### config.mk
export PLATFORM = sky130hd
export DESIGN_NAME = uart_tx_mmio
export DESIGN_NICKNAME = d
export VERILOG_FILES = /design/src/rtl/uart_tx_mmio.sv
export SDC_FILE = /design/constraint.sdc
export NUM_CORES = 1
export LEC_CHECK = 0
export ABC_AREA = 1
export ABC_CLOCK_PERIOD_IN_PS = 5200
export BUFFER_PORTS_ARGS = -buffer_cell sky130_fd_sc_hd__buf_2
export CAP_MARGIN = 20
export CORE_UTILIZATION = 50
export DETAILED_ROUTE_END_ITERATION = 10
export PLACE_DENSITY_LB_ADDON = 0.1
export REMOVE_ABC_BUFFERS = 1
export SETUP_SLACK_MARGIN = 0.02
export SYNTH_ARGS = -nofsm -noshare
export SYNTH_HDL_FRONTEND = slang
export SYNTH_SLANG_ARGS = --single-unit
### constraint.sdc
create_clock -name clk -period 5.2 [get_ports clk]
set_input_delay 0.26 -clock clk [delete_from_list [all_inputs] [get_ports clk]]
set_output_delay 0.26 -clock clk [all_outputs]
set_load 0.01 [all_outputs]
### src/rtl/uart_tx_mmio.sv
// uart_tx_mmio: MMIO 8N1 UART transmitter with TX FIFO (address/write_data/write_en/read_en bus in; sel, read_data, tx, busy out)
module uart_tx_mmio #(
  parameter logic [31:0] BASE_ADDR   = 32'h0001_0000,
  parameter int          FIFO_DEPTH  = 16,
  parameter logic [15:0] DEFAULT_DIV = 16'd434
) (
  input  logic        clk,
  input  logic        rst,
  input  logic [31:0] address,
  input  logic [31:0] write_data,
  input  logic        write_en,
  input  logic        read_en,
  output logic        sel,
  output logic [31:0] read_data,
  output logic        tx,
  output logic        busy
);
  localparam int AW = $clog2(FIFO_DEPTH);
  localparam logic [AW:0] DEPTH = FIFO_DEPTH[AW:0];
  typedef enum logic [1:0] {IDLE, START, DATA, STOP} state_t;
  state_t state, state_nxt;
  logic [7:0] mem [FIFO_DEPTH];
  logic [AW-1:0] wptr, rptr;
  logic [AW:0] count;
  logic [15:0] baud, div_lat, div_lat_nxt, div_cnt, div_cnt_nxt;
  logic [7:0] sh, sh_nxt;
  logic [2:0] bit_cnt, bit_nxt;
  logic [1:0] off;
  logic ovf, full, empty, wr, push, push_ok, pop, tick, tx_nxt, unused_bits;
  assign sel = address[31:4] == BASE_ADDR[31:4];
  assign off = address[3:2];
  assign wr = sel && write_en;
  assign push = wr && off == 2'd0;
  assign full = count == DEPTH;
  assign empty = count == '0;
  assign push_ok = push && (!full || pop);
  assign busy = state != IDLE || !empty;
  assign tick = div_cnt == 16'd0;
  assign unused_bits = ^{address[1:0], write_data[31:16]};
  assign read_data = !(sel && read_en) ? 32'd0 :
                     off == 2'd1 ? {28'd0, ovf, busy, full, empty} :
                     off == 2'd2 ? {16'd0, baud} : 32'd0;
  always_comb begin
    state_nxt = state;
    div_cnt_nxt = tick ? div_lat - 16'd1 : div_cnt - 16'd1;
    div_lat_nxt = div_lat;
    bit_nxt = bit_cnt;
    sh_nxt = sh;
    tx_nxt = tx;
    pop = !empty && (state == IDLE || (state == STOP && tick));
    case (state)
      START: if (tick) begin
        state_nxt = DATA;
        bit_nxt = 3'd0;
        tx_nxt = sh[0];
      end
      DATA: if (tick) begin
        state_nxt = bit_cnt == 3'd7 ? STOP : DATA;
        bit_nxt = bit_cnt + 3'd1;
        sh_nxt = sh >> 1;
        tx_nxt = bit_cnt == 3'd7 ? 1'b1 : sh[1];
      end
      STOP: if (tick) state_nxt = IDLE;
      default: div_cnt_nxt = div_cnt;
    endcase
    if (pop) begin
      state_nxt = START;
      sh_nxt = mem[rptr];
      div_lat_nxt = baud;
      div_cnt_nxt = baud - 16'd1;
      tx_nxt = 1'b0;
    end
  end
  always_ff @(posedge clk or posedge rst) begin
    if (rst) begin
      state <= IDLE;
      tx <= 1'b1;
      sh <= '0;
      bit_cnt <= '0;
      div_cnt <= '0;
      div_lat <= '0;
      wptr <= '0;
      rptr <= '0;
      count <= '0;
      ovf <= 1'b0;
      baud <= DEFAULT_DIV;
    end else begin
      state <= state_nxt;
      tx <= tx_nxt;
      sh <= sh_nxt;
      bit_cnt <= bit_nxt;
      div_cnt <= div_cnt_nxt;
      div_lat <= div_lat_nxt;
      if (push_ok) wptr <= wptr + 1'b1;
      if (pop) rptr <= rptr + 1'b1;
      if (push_ok && !pop) count <= count + 1'b1;
      else if (pop && !push_ok) count <= count - 1'b1;
      if (push && !push_ok) ovf <= 1'b1;
      else if (wr && off == 2'd1 && write_data[3]) ovf <= 1'b0;
      if (wr && off == 2'd2) baud <= write_data[15:0] == 16'd0 ? 16'd1 : write_data[15:0];
    end
  end
  always_ff @(posedge clk) if (push_ok) mem[wptr] <= write_data[7:0];
endmodule

==> metrics.md <==
| Metric | Value |
|---|---|
| Initial cell density of the core | 51.0% |
| Pwr dens | 302 mW/mm^2 |
| Sequential area share after synthesis | 60.5% |
| Largest net degree at the start of global routing | 66 |
| Synth warn | 0 |
| Worst EP required | 5580 ps |
| Ys async rst share | 37.3% |
| Most common cell in the netlist | nand2_1 |
| H-tree levels | 1 |
| LEAKAGE | 4.22 nW |
| Ys flop type | edfxtp_1 |
| Die H | about 140 um |
| GRT Residual Overflow | 0 |
| Total number of vias | 6907 |
| Fmax | between 200 and 300 MHz |
| Post-synth top area share | 40.4% |
| Post-layout minimum cycle time | 3740 ps |
| HP Class | in -> reg |
| Post-synth top area cell | edfxtp_1 |
| DRC Markers | 0 |
| WL/cell | ~17 um |
| Reg clk slew, reported paths | about 60 ps |
| IO Pins | around 100 |
| Outcome | finished clean |
| Share of layout cells above drive strength 1 | 14.3% |
| Port bufs | 68 |
| RR Startpoint | div_cnt[15]$_DFFE_PP0P_ |
| Yosys cell types | 53 |
| DRT Pass-1 Iters | 5 |
| Number of global-route vias before repair | around 6600 |
| Fin Setup TNS | 0 ps |
| Sink Count | approximately 200 |
| DRT antenna net count | 0 |
| CP Launch Type | flop |
| WP data arrival | between 4000 and 5000 ps |
| Area growth from synthesis to layout | 12.7% |
| Hold depth | 3 |
| # fillers | 1606 |
| Diodes inserted | 0 |
| Relative slew slack | 31.3% |
| Rows | 50 |
| DP HPWL | 14.0 mm |
| CTS tree | done |
| First-pass GRT wire length | 34.7 mm |
| Routability cong. | just over 0.8 |
| Seq cells post-synth | 204 |
| Crit. End Element | flop |
| Top post-synthesis cells by area | edfxtp_1 40%, dfrtp_1 18%, nand2_1 6.9%, o21ai_0 5.6%, nor2_1 4.6% |
| Gate Count Post-Synth | 949 |
| Max cap viols | 0 |
| Die Footprint | 0.0196 mm^2 |
| Clock insertion delay at the later pin of the skew report | 500 ps |
| Synth Cell Area | 0.00951 mm^2 |
| Root buffer cell | clkbuf_16 |
| Antenna violations before repair | 0 |
| Peak supply drop | 0.000208 V |
| Hold WS | ~16 ps |
| Final hold viol count | 0 |
| Crit path kind | reg -> reg |
| Longest Clk Path Bufs | 3 |
| Core box area | 0.0186 mm^2 |
| Slew Viols, Final | 0 |
| Post-CTS Setup Bufs | 0 |
| Final core occ | ~57% |
| Syn avg cell area | around 10 um^2 |
| GRT Util Overall | 22.9% |
| Nets@finish | 1101 |
| Routed WL | roughly 22 mm |
| Die W | 140 um |
| Count of flip-flops with a built-in enable after synthesis | 128 |
| Crit path from | div_cnt[15]$_DFFE_PP0P_ |
| 1st-iter DRT viols | between 500 and 600 |
| Worst slew pin tran | between 1000 and 1500 ps |
| TritonCTS buffer count | 22 |
| Crit path max fanout | 17 |
| Tcrit/Tclk final | around 70% |
| Unrepaired setup endpoints after global routing | no |
| Final Skew | 4.97 ps |
| Reg2reg path depth | 16 |
| Final setup fails | 0 |
| Min-delay src | write_data[14] |
| Vias per std cell | 5.46 |
| Synth cell count leaders | 176 x nand2_1, 128 x edfxtp_1, 116 x nor2_1, 106 x o21ai_0, 73 x inv_1 |
[cell type report]
cell class | count | area [um^2] | share of cell area, %
Multi-Input combinational cell | 628 | 3230 | 30.1
Inverter | 76 | 287 | 2.67
Timing Repair Buffer | 84 | 485 | 4.53
Clock buffer | 31 | 584 | 5.45
Sequential cell | 204 | 5750 | 53.7
Tap cell | 234 | 293 | 2.73
Clock inverter | 9 | 81.3 | 0.759
[state kept, by name, summed over array words and instances (netlist names)]
register  cells
count         5
bit_cnt       3
ovf           1
rptr          4
div_cnt      16
wptr          4
baud         16
tx            1
div_lat      16
sh            8
mem         128
state         2
[critical path, stage by stage, from the launching register on]
cell	delay, ps
dfrtp_1	390
nor2_1	170
nand2_1	120
nor2_2	170
nand3_2	120
nand2_4	240
nor2_1	110
nor4_2	790
ha_1	320
inv_1	110
fa_1	410
a21o_1	180
a21oi_1	180
nand2_1	70
nand2_1	60
nor2_1	40
xor2_1	130
[layer usage]
metal / vias to the layer above / track usage, % / part of all wire (%)
met2: 192 / 38.0 / 47
met3: 19 / 3.25 / 5.5
met1: 3328 / 32.1 / 46
met4: 0 / 5.44 / 1.3
met5: - / 0 / 0
li1: 3368 / - / -
[report_power, final]
group	switching (mW)	leakage (nW)	internal, mW
registers	0.000000136	1.96	1.73
clock network	0.609	0.322	0.837
logic	0.0473	1.94	0.0192
total	0.656	4.22	2.58
[cells by family after synthesis]
family                   after synthesis  share of synthesized area (%)
AND/OR/NAND/NOR                      395                           18.2
AO/OA/AOI/OAI                        190                           11.9
adder cells (fa/ha/maj)               17                           2.32
flip-flops                           204                           60.5
XOR/XNOR                              10                          0.921
other                                  1                         0.0394
buffers and inverters                132                           6.13
[worst paths after layout]
path                                           to  slack, ps
min reg2reg                        tx$_DFFE_PP1P_        460
max reg2reg                  count[4]$_DFFE_PP0P_       1460
max in group asynchronous     rptr[0]$_DFFE_PP0P_       3820
min in group asynchronous  bit_cnt[2]$_DFFE_PP0P_        320
max                          count[4]$_DFFE_PP0P_       1460
min                          baud[14]$_DFFE_PP0P_         20
[through the flow]
stage	std cells	cell area, um^2	power, mW	setup WS, ps
floorplan	908	9270	1.78	2100
global placement	1218	9960	1.82	1510
detailed placement	1218	9960	1.82	1430
CTS	1265	10700	3.26	1430
global route	1266	10700	3.33	1130
finish	1266	10700	3.24	1460
[layout by cell type, fill, tap and decap left out, types with 22 or more instances in the layout]
cell type	count
nand2_1	176
edfxtp_1	128
nor2_1	116
o21ai_0	106
inv_1	71
dfrtp_1	69
buf_2	68
nand3_1	42
clkbuf_16	22
[repair_timing]
action	in CTS	in global routing
gates resized for setup	0	0
hold buffers	7	0
setup endpoints to repair	0	0
endpoints found under the hold margin	30	0
Note: power is estimated with default switching activity, not from simulation.
